## src/rtl/alu_seq.sv

```systemverilog
// Sequential N-bit ALU with valid/ready handshakes, registered result and
// N/Z/C/V flags. Shifts run one bit per cycle for B[SW-1:0] cycles.
module alu_seq #(
   parameter int unsigned N = 8
) (
   input  logic         clk,
   input  logic         rst,
   input  logic         in_valid,
   output logic         in_ready,
   input  logic [N-1:0] A,
   input  logic [N-1:0] B,
   input  logic [3:0]   ALUControl,
   output logic         out_valid,
   input  logic         out_ready,
   output logic [N-1:0] Y,
   output logic [3:0]   flags
);

   localparam int unsigned SW = $clog2(N);

   localparam logic [3:0] OpAnd = 4'b0000;
   localparam logic [3:0] OpOr  = 4'b0001;
   localparam logic [3:0] OpNot = 4'b0010;
   localparam logic [3:0] OpXor = 4'b0011;
   localparam logic [3:0] OpSub = 4'b0101;
   localparam logic [3:0] OpLsl = 4'b0110;
   localparam logic [3:0] OpLsr = 4'b0111;
   localparam logic [3:0] OpAsl = 4'b1000;
   localparam logic [3:0] OpAsr = 4'b1001;

   typedef enum logic [1:0] {StIdle, StShift, StDone} state_e;
   typedef enum logic [1:0] {ShLeft, ShRightLog, ShRightArith} shmode_e;

   state_e          state_q, state_d;
   shmode_e         mode_q, mode_d;
   logic [N-1:0]    acc_q;
   logic [SW-1:0]   cnt_q;
   logic [N-1:0]    y_q;
   logic [3:0]      flags_q;

   logic [N:0]      add_ext, sub_ext;
   logic [N-1:0]    alu_y;
   logic            alu_c, alu_v;
   logic            is_shift;
   logic [SW-1:0]   shamt;
   logic [N-1:0]    sh_next;
   logic            sh_out;
   logic            accept;
   logic            start_shift;
   logic            last_shift;

   assign shamt       = B[SW-1:0];
   assign accept      = (state_q == StIdle) && in_valid;
   assign start_shift = accept && is_shift && (shamt != '0);
   assign last_shift  = (state_q == StShift) && (cnt_q == SW'(1));

   // Single-cycle result; shift opcodes here only cover the s=0 case (Y=A, C=0).
   always_comb begin
      add_ext  = {1'b0, A} + {1'b0, B};
      sub_ext  = {1'b0, A} - {1'b0, B};
      alu_y    = '0;
      alu_c    = 1'b0;
      alu_v    = 1'b0;
      is_shift = 1'b0;
      mode_d   = ShRightLog;
      case (ALUControl)
         OpAnd: alu_y = A & B;
         OpOr:  alu_y = A | B;
         OpNot: alu_y = ~A;
         OpXor: alu_y = A ^ B;
         OpSub: begin
            alu_y = sub_ext[N-1:0];
            alu_c = ~sub_ext[N];  // carry means no borrow
            alu_v = (A[N-1] != B[N-1]) && (alu_y[N-1] != A[N-1]);
         end
         OpLsl, OpAsl: begin
            alu_y    = A;
            is_shift = 1'b1;
            mode_d   = ShLeft;
         end
         OpLsr: begin
            alu_y    = A;
            is_shift = 1'b1;
            mode_d   = ShRightLog;
         end
         OpAsr: begin
            alu_y    = A;
            is_shift = 1'b1;
            mode_d   = ShRightArith;
         end
         default: begin  // ADD and the unused 1010-1111 codes
            alu_y = add_ext[N-1:0];
            alu_c = add_ext[N];
            alu_v = (A[N-1] == B[N-1]) && (alu_y[N-1] != A[N-1]);
         end
      endcase
   end

   // One shift step of the accumulator and the bit that falls off.
   always_comb begin
      sh_next = acc_q;
      sh_out  = 1'b0;
      unique case (mode_q)
         ShLeft: begin
            sh_next = {acc_q[N-2:0], 1'b0};
            sh_out  = acc_q[N-1];
         end
         ShRightLog: begin
            sh_next = {1'b0, acc_q[N-1:1]};
            sh_out  = acc_q[0];
         end
         ShRightArith: begin
            sh_next = {acc_q[N-1], acc_q[N-1:1]};
            sh_out  = acc_q[0];
         end
         default: begin
            sh_next = acc_q;
            sh_out  = 1'b0;
         end
      endcase
   end

   // FSM state register.
   always_ff @(posedge clk or posedge rst) begin
      if (rst) begin
         state_q <= StIdle;
      end else begin
         state_q <= state_d;
      end
   end

   // FSM next-state logic.
   always_comb begin
      state_d = state_q;
      case (state_q)
         StIdle: begin
            if (in_valid) begin
               state_d = (is_shift && (shamt != '0)) ? StShift : StDone;
            end
         end
         StShift: begin
            if (cnt_q == SW'(1)) begin
               state_d = StDone;
            end
         end
         StDone: begin
            if (out_ready) begin
               state_d = StIdle;
            end
         end
         default: state_d = StIdle;
      endcase
   end

   // FSM outputs: handshake signals follow the state directly.
   always_comb begin
      in_ready  = (state_q == StIdle);
      out_valid = (state_q == StDone);
   end

   // Datapath: shift accumulator, counter and result/flag registers.
   always_ff @(posedge clk or posedge rst) begin
      if (rst) begin
         acc_q   <= '0;
         cnt_q   <= '0;
         mode_q  <= ShLeft;
         y_q     <= '0;
         flags_q <= '0;
      end else if (start_shift) begin
         acc_q  <= A;
         cnt_q  <= shamt;
         mode_q <= mode_d;
      end else if (accept) begin
         y_q     <= alu_y;
         flags_q <= {alu_y[N-1], (alu_y == '0), alu_c, alu_v};
      end else if (state_q == StShift) begin
         acc_q <= sh_next;
         cnt_q <= cnt_q - SW'(1);
         if (last_shift) begin
            y_q     <= sh_next;
            flags_q <= {sh_next[N-1], (sh_next == '0), sh_out, 1'b0};
         end
      end
   end

   assign Y     = y_q;
   assign flags = flags_q;

endmodule

```

## config.mk

```make
export PLATFORM = sky130hd
export DESIGN_NAME = alu_seq
export DESIGN_NICKNAME = d
export VERILOG_FILES = /design/src/rtl/alu_seq.sv
export SDC_FILE = /design/constraint.sdc
export NUM_CORES = 1
export LEC_CHECK = 0
export ABC_AREA = 0
export ABC_CLOCK_PERIOD_IN_PS = 2500
export CORE_ASPECT_RATIO = 1.75
export CORE_UTILIZATION = 40
export DETAILED_ROUTE_END_ITERATION = 7
export GPL_ROUTABILITY_DRIVEN = 0
export PLACE_DENSITY_LB_ADDON = 0.2
export SETUP_SLACK_MARGIN = 0.5
export SLEW_MARGIN = 20
export SYNTH_ARGS = -nofsm -noshare
export SYNTH_HDL_FRONTEND = slang
export SYNTH_SLANG_ARGS = --single-unit
```

## constraint.sdc

```tcl
create_clock -name clk -period 2.5 [get_ports clk]
set_input_delay 0.75 -clock clk [delete_from_list [all_inputs] [get_ports clk]]
set_output_delay 0.75 -clock clk [all_outputs]
set_load 0.01 [all_outputs]
```

==> out/metrics.csv <==
stage,metric,value,unit
outcome,status,finished clean,
cells_and_area,nets,565,
setup_path,rrSetupSlack,370,ps
setup_path,crit_top_cell,buf_4,
power_and_ir_drop,leakage,2.30,nW
worst_hold_path,holdPathEnd,Y[5],
routing,drt-initial-drc-count,379,
yosys,netlist_area,2930,um2
floorplanning,boundaryPins,38,
cts,cts_root_buf,clkbuf_16,
timing,setup_slack,9.08,ps
timing,whs,487,ps
global_route,grt_max_degree,27,
worst_hold_path,holdPathStages,2,
placement,dp_cells,551,
global_route,grt_remaining_overflow,0,
timing,timing.final.crit_share,0.996,
job,max_cap_violations,0,
cts,path_clk_slew,70,ps
timing,grt_setup_unrepaired,true,
setup_path,rr_worst_depth,8,
setup_path,worstPathRequired,2680,ps
setup_path,critPathArrivalTime,2670,ps
routing,totalWireLength,12800,um
placement,preCtsSetupSlack,-767,ps
worst_hold_path,min_from,Y[5],
setup_path,worstPathMaxFanout,3,
yosys,post_synth_main_area_contributors,"dfrtp_1 22%, ha_1 13%, nand2_1 4.2%, inv_1 3.8%, o221ai_1 3.6%",
cells_and_area,layout_common_cells,"115 x buf_4, 27 x nand2_1, 26 x dfrtp_1",
setup_path,cp_cell_sequence,"buf_8, inv_4, ha_4, buf_4, o21bai_4, nand2_2, buf_4, and3_1, a2111oi_4, o211ai_1, o31ai_2",
cts,cts_max_level,1,
floorplanning,dieHeight,115,um
floorplanning,die-area,7680,um2
setup_path,start_kind,input pin,
timing,finalSetupViolCount,0,
yosys,synth-seq-area-share,0.222,
yosys,async_reset_ff_frac,1.00,
setup_path,slowest_delay,410,ps
routing,wl_per_cell,21.7,um
cts,clk_latency,270,ps
yosys,ys_warn_count,0,
timing,relSlewSlack,0.513,
yosys,synth_cell_types,67,
global_route,gr-usage-all-layers,0.306,
yosys,avgSynthCellArea,8.44,um2
routing,ant_nets,0,
yosys,syn_inst,347,
setup_path,r2r_start,mode_q[0],
cts,clock_path_buffers,2,
yosys,synthesis.nets,403,
timing,fin_skew,2.12,ps
cts,cts_tree,built,
routing,vias,3695,
floorplanning,start_util,0.421,
routing,drc,0,
setup_path,crit_slowest_cell,a2111oi_4,
timing,fmax,401,MHz
yosys,yosysTopAreaCellShare,0.222,
power_and_ir_drop,power_density,640,nW/um2
timing,fin_crit,2490,ps
cells_and_area,drive_gt1_frac,0.543,
cells_and_area,fillers,453,
routing,via_per_inst,6.24,
cells_and_area,area_delta_synth_final,80.2,%
floorplanning,die_w,66.7,um
global_route,first_global_vias,3657,
global_route,grt_pass1_wl,17500,um
cells_and_area,stdcell_count,592,
cells_and_area,fin_util,0.759,
setup_path,reg2reg_to,Y[2],
yosys,synth.ff_latch_count,26,
cts,cts_num_sinks,26,
cells_and_area,diodes,0,
yosys,synth_top_area_cell,dfrtp_1,
cells_and_area,final_common_cell,buf_4,
floorplanning,core_area,6960,um2
timing,fin_tns_setup,0,ps
setup_path,crit_type,input pin to flop,
yosys,synth-main-ff-cell,dfrtp_1,
placement,hpwl,7830,um
setup_path,setup.worst_path.end_class,flop,
worst_hold_path,hold_class,flop to flop,
global_route,antenna_found_initial,0,
routing,first_pass_iters,5,
timing,tightest_slew,728,ps
timing,hold_viol_final,0,
cts,cts_made_buffers,3,
floorplanning,fp-row-count,40,
yosys,synth_edf_count,0,
timing,slew_viol_final,0,
cts,holdBufCountCts,0,
placement,port_buffers,37,
power_and_ir_drop,vdd_drop_max,0.358,mV
## worst max-delay path: cells and delay by family
kind / cells / cell delay (ps)
simple gates: 2 / 270
buf+inv: 4 / 430
compound gates: 4 / 1020
fa+ha+maj: 1 / 180
## through the flow
stage | cell area [um2] | total power [mW]
5_1_grt | 5280 | 3.56
4_1_cts | 4940 | 3.09
3_3_place_gp | 4220 | 2.44
3_5_place_dp | 4220 | 2.47
2_1_floorplan | 3090 | 1.75
6_report | 5280 | 3.38
## layer usage
layer,vias to the layer above,global-route usage,share of wire
li1,1614,-,-
met1,1763,0.298,0.32
met2,231,0.565,0.53
met3,87,0.0288,0.066
met4,0,0.235,0.084
met5,-,0,0
## flip-flops by register name, indices dropped and copies added (netlist names)
register / cells
Y: 8
acc_q: 8
cnt_q: 3
flags: 3
mode_q: 2
state_q: 2
## logic make-up after synthesis
group	Yosys count	share of synthesized area
DFF	26	0.222
muxes	8	0.0376
buffers and inverters	49	0.0730
AOI/OAI and AO/OA	118	0.319
and+or+nand+nor	107	0.185
xor gates and xnor gates	7	0.0209
adders and majority gates	32	0.142
## Yosys cell counts (all sizes together), types with 7 or more instances
master	count
ha	30
o221ai	12
o21ai	19
a21o	7
nor2	20
buf	15
nor2b	11
nor3	7
nand2b	9
a21oi	18
dfrtp	26
inv	30
nand2	34
## area by class of cell
cell class	count	area (um2)	area share
clock buffers	4	88.8	0.0168
multi-input cells	273	2740	0.518
flip-flops and latches	26	651	0.123
repair buffers	175	1560	0.295
inverters	30	143	0.0270
well taps	84	105	0.0199
## worst max-delay path by stage
stage,cells past startpoint,startpoint,slack (ps),end
after floorplan,8,B[3],-40,flags[0]
after global placement,9,B[3],-700,flags[1]
after detailed placement,9,A[1],-770,flags[0]
after CTS,10,A[3],40,flags[0]
after global routing,10,A[0],-40,flags[2]
final,11,A[0],9,flags[2]
## repair_timing
item,in CTS,in global routing
cloned,2,1
setup buffers,24,10
pin swaps,67,42
resized for setup,173,62
endpoints found under the setup margin,28,22
## report_power, final
| group | internal, mW | switching [mW] | total, mW |
|---|---|---|---|
| sequential | 0.604 | 0.180 | 0.784 |
| combinational | 1.12 | 1.08 | 2.19 |
| clock | 0.246 | 0.154 | 0.400 |
No activity file was read; power rests on OpenSTA's default activity.
==> patch 1 (config.mk and constraints unchanged) <==
`N`: 8 -> 4.
--- a/src/rtl/alu_seq.sv
+++ b/src/rtl/alu_seq.sv
@@ -2,5 +2,5 @@
 // N/Z/C/V flags. Shifts run one bit per cycle for B[SW-1:0] cycles.
 module alu_seq #(
-   parameter int unsigned N = 8
+   parameter int unsigned N = 4
 ) (
    input  logic         clk,
Interface: changed (resized A, B and Y); port bits go from 38 to 26. No check against the original RTL was run, so the function may have changed too.
==> patch 1 against the original RTL <==
- cell area decreased by 47%
- total power fell by 47%
- routed wire length is 57% lower
- register-to-register slack improved by 0.23 ns
- area after synthesis is 43% lower
- sequential cell count fell by 9
- critical path type unchanged
- critical endpoint is now Y[2]
- worst hold slack got worse by 0.0025 ns
- setup slack improved by 0.0028 ns
==> patch 1: results (changes against the original RTL) <==
- The number of buffers inserted by port buffering is 25 (-32%).
* Sequential-to-total area share from yosys stat: 0.253 (+0.0305)
- Setup clock skew after layout: 0.00218 ns (+0.0000605 ns)
- Relative to the synthesized area, the layout overhead comes to 66.6%.
* Area of combinational cells with multiple inputs: 1440 sq um (-48%)
- Internal Power: 1.05 mW (-46%)
- Share of synthesized cell area in full adder, half adder and majority cells: 0.150 (+0.00825)
* Average instance area after synthesis: 8.30 sq um (-1.7%)
- The number of inverters outside the clock class in the layout came to 16 (-47%).
- Post-synth net total: 238 (-41%)
- The flow ran to the end, and the final reports show no timing, DRC or antenna violations.
- The per-cell via count in the routed design came to 5.70 (-8.6%).
- The portion of the layout cell area used by clock cells was 0.0161 (-0.000772).
- The fraction of layout cells with a size suffix above 1 is 0.454 (-0.0891).
- The setup slack of the worst register-to-register path was 0.60 ns (+0.23 ns).
- Detail Placement HPWL: 3.82 mm (-51%)
- The global-route wire length before repair is 8.46 mm (-52%).
* Violation count after the first detailed-route iteration: 52 (-86%)
- The number of multi-input combinational cells was 161 (-41%).
- The tree is rooted in a clkbuf_8.
* Signal buf overhead: 0.266 (-0.0283)
- Final instance area: 2810 sq um (-47%)
- Gr usage total: 0.251 (-0.0551)
- The largest fanout on the critical path was 2 (-1).
- The maximum resistive drop on vdd is 0.446 mV (+25%).
- Detailed-route wire length per cell: 16.5 um (-24%)
[patch 1: cell count changes after synthesis, moves of 5 or more]
| cell | delta |
|---|---|
| inv_1 | -15 |
| nor2_1 | -6 |
| ha_1 | -13 |
| nand2_1 | -17 |
| a221oi_1 | -6 |
| nand2b_1 | -5 |
| o221ai_1 | -8 |
| a21oi_1 | -5 |
| dfrtp_1 | -9 |
[patch 1: worst paths after layout]
check,from,end,cells past startpoint
hold / removal,Y[2],Y[2],2
hold reg to reg,Y[2],Y[2],2
min in group asynchronous,rst,Y[0],2
setup reg to reg,mode_q[0],flags[2],8
max in group asynchronous,rst,state_q[0],2
setup / recovery,A[0],Y[2],11
[patch 1: per-layer routing]
metal	part of all wire	up-vias	track usage	routed length (um)
met3	0.036	27	0.0347	195
li1	-	894	-	-
met1	0.35	903	0.237	1920
met4	0.061	0	0.189	333
met5	0	-	0	0
met2	0.55	69	0.469	3040
[patch 1: power by group through the flow]
stage	Combinational, mW	Clock [mW]	Sequential [mW]
final	1.07	0.213	0.496
after detailed placement	0.950	0	0.499
after CTS	1.00	0.209	0.496
after floorplan	0.552	0	0.503
after global placement	0.940	0	0.493
after global routing	1.17	0.219	0.512
[patch 1: critical path: stages]
cell      delay [ns]
buf_6           0.09
buf_6           0.12
buf_6           0.12
ha_4            0.15
fa_2            0.37
xnor2_2         0.15
or3_1           0.32
a21oi_2         0.15
a211oi_2        0.06
mux2_4          0.29
o21ai_2         0.10
[patch 1: what timing repair did]
item | 4_1_cts | 5_1_grt
hold buffers | 0 | 0
gates resized for setup | 83 | 28
endpoints found under the setup margin | 19 | 13
gates cloned | 0 | 0
pin swaps | 34 | 21
buffers inserted | 14 | 5
==> patch 2 (same settings) <==
Made on the original files. Encoding of `shmode_e`: now one-hot (3 bits for 3 values).
--- a/src/rtl/alu_seq.sv
+++ b/src/rtl/alu_seq.sv
@@ -30,5 +30,5 @@
 
    typedef enum logic [1:0] {StIdle, StShift, StDone} state_e;
-   typedef enum logic [1:0] {ShLeft, ShRightLog, ShRightArith} shmode_e;
+   typedef enum logic [2:0] {ShLeft = 3'b001, ShRightLog = 3'b010, ShRightArith = 3'b100} shmode_e;
 
    state_e          state_q, state_d;
Formal check against the unedited RTL: no difference found for any inputs over 10 cycles, from zero or initial values and one cycle with rst high; not proved beyond that.
==> patch 2 against the original RTL <==
- the flow now finishes with violations (negative setup slack)
- register-to-register slack worse by 0.12 ns
- first-iteration DRC count is 51% lower
- routed wire length is 21% lower
- area after synthesis is 4.3% higher
- sequential power is 12% higher
- critical endpoint unchanged
- sequential cell count is 1 higher
- core utilization is 12 points lower
- total power is 2.5% lower
- setup slack worse by 0.17 ns
- cell area is 11% lower
- count of clock-buffer cells in the layout is 1 lower
- critical path depth is 1 higher
- non-clock buffer count is 34 lower
==> patch 2: results (changes against the original RTL) <==
- Gr usage total: 0.270 (-0.0358)
- Total setup violations reported at the end of the flow: 5 (+5)
- Worst stage delay on the critical path: 0.33 ns (-0.08 ns)
* Antenna violations before repair: 0 (unchanged)
* Final Routed Wirelength: 10.1 mm (-21%)
- The via count came to 3420 (-7.4%).
* Number of I/O port buffers: 37 (unchanged)
- The post-cts resize count came to 108 (-38%).
* Setup Slack @ Placement: -0.798 ns (-0.0314 ns)
- Clk Latency, worst-skew pair: 0.27 ns (about the same)
- Worst Tran Pin Value: 0.656 ns (-0.0720 ns)
* Async set or reset register ratio after synthesis: 1.00 (unchanged)
- Total clock buffers created by CTS: 3 (unchanged)
* Maximum number of pins on one net before global-route repair: 28 (+3.7%)
* Slowest cell on the critical path: a221o_1
* Clock transition time at the flip-flop clock pins of the worst setup and hold paths: 0.07 ns (about the same)
- In the synthesized netlist the dominant register cell turns out to be dfrtp_1.
- The detailed placement HPWL is 7.95 mm (+1.5%).
- Antenna fix cells: 0 (unchanged)
- The setup slack of the critical path after layout is -0.159 ns (-0.168 ns).
- Family with the most delay on the worst path: compound AO/OA/AOI/OAI gates
* Clock H-tree levels: 1 (unchanged)
* Sequential-to-total area share from yosys stat: 0.222 (-0.000497)
- Post-synth net total: 427 (+6.0%)
- The fraction of power spent switching nets came to 0.436 (+0.0177).
* Setup clock skew after layout: 0.00779 ns (+0.00568 ns)
- The number of slew-limit violations in the final report was 0 (unchanged).
- Arrival time of data at the critical path endpoint: 2.87 ns (+0.20 ns)
- The largest buffer count on any clock path came to 2 (unchanged).
* Count of different cell masters after synthesis: 75 (+12%)
* Peak supply drop: 0.276 mV (-23%)
- Synthesized instance count: 375 (+8.1%)
- Result of the run: complete, but fails checks
- Share of layout cells above drive strength 1: 0.424 (-0.120)
- The number of detailed-routing iterations run before antenna repair is 4 (-1).
- Worst-path maximum fanout: 2 (-1)
- The number of DRC markers in iteration 0 was 186 (-51%).
- After synthesis, the most frequently instantiated cells are 38 x nand2_1, 30 x inv_1, 29 x o21ai_0.
- The via count of the first global-routing pass is 3507 (-4.1%).
- Root Buffer Master: clkbuf_16
* Dominant cells by area after synthesis: dfrtp_1 21%, ha_1 11%, o21ai_0 4.8%, nand2_1 4.7%, inv_1 3.7%
- Total number of yosys warnings: 0 (unchanged)
- Post-route non-filler standard cell count: 584 (-1.4%)
* Class of the tightest hold or removal check: reg2reg
- The checks that failed: negative setup slack.
* Global-route wire length before repair: 16.6 mm (-5.6%)
* Placed cell count: 565 (+2.5%)
- Cell leakage power: 2.07 nW (-10%)
- Filler Cell Count: 649 (+43%)
- Setup slack, reg-to-reg: 0.25 ns (-0.12 ns)
* Post CTS Setup Buffer Count: 10 (-58%)
- Final layout net count: 551 (-2.5%)
[patch 2: metrics by stage]
stage                     TNS, ns  hold slack, ns  utilization  instance area, sq um  total power [mW]
after global routing        -1.21           0.522        0.644                  4690              3.52
after floorplan           -0.0183           0.456            -                  3240              1.99
after CTS                  -0.361           0.493        0.630                  4590              3.22
after global placement      -8.27           0.471        0.580                  4230              2.68
final                      -0.427           0.480        0.644                  4690              3.29
after detailed placement    -9.47           0.476        0.580                  4230              2.72
[patch 2: final cells by class]
type	instances	area share
sequential	27	0.144
clock inverter	1	0.00160
clock buffer	3	0.0160
tap	86	0.0230
inverter	31	0.0315
multi-input combinational	295	0.532
timing repair buffer	141	0.251
[patch 2: logic make-up after synthesis]
logic type / share of synthesized area
and+or+nand+nor: 0.193
AOI/OAI and AO/OA: 0.319
muxes: 0.0352
adders and majority gates: 0.120
xor gates and xnor gates: 0.0283
DFF: 0.222
buffers and inverters: 0.0832
[patch 2: metal layers]
metal,GRT usage,routed length [um],vias up
met5,0,0,-
met1,0.276,3420,1659
li1,-,-,1631
met2,0.508,5890,92
met3,0.0136,301,38
met4,0.142,496,0
[patch 2: power by group through the flow]
stage | Clock, mW | Sequential, mW | Combinational, mW
after floorplan | 0 | 0.818 | 1.17
after global placement | 0 | 0.867 | 1.81
after detailed placement | 0 | 0.879 | 1.84
after CTS | 0.378 | 0.873 | 1.97
after global routing | 0.389 | 0.906 | 2.22
final | 0.376 | 0.876 | 2.04
[patch 2: final timing paths]
kind / end / startpoint / cells after the start
worst min-delay path: Y[4] / Y[4] / 2
worst max register to register: flags[2] / mode_q[2] / 6
max in group asynchronous: mode_q[0] / rst / 3
min in group asynchronous: Y[1] / rst / 3
worst max-delay path: flags[2] / A[0] / 12
worst min register to register: Y[4] / Y[4] / 2
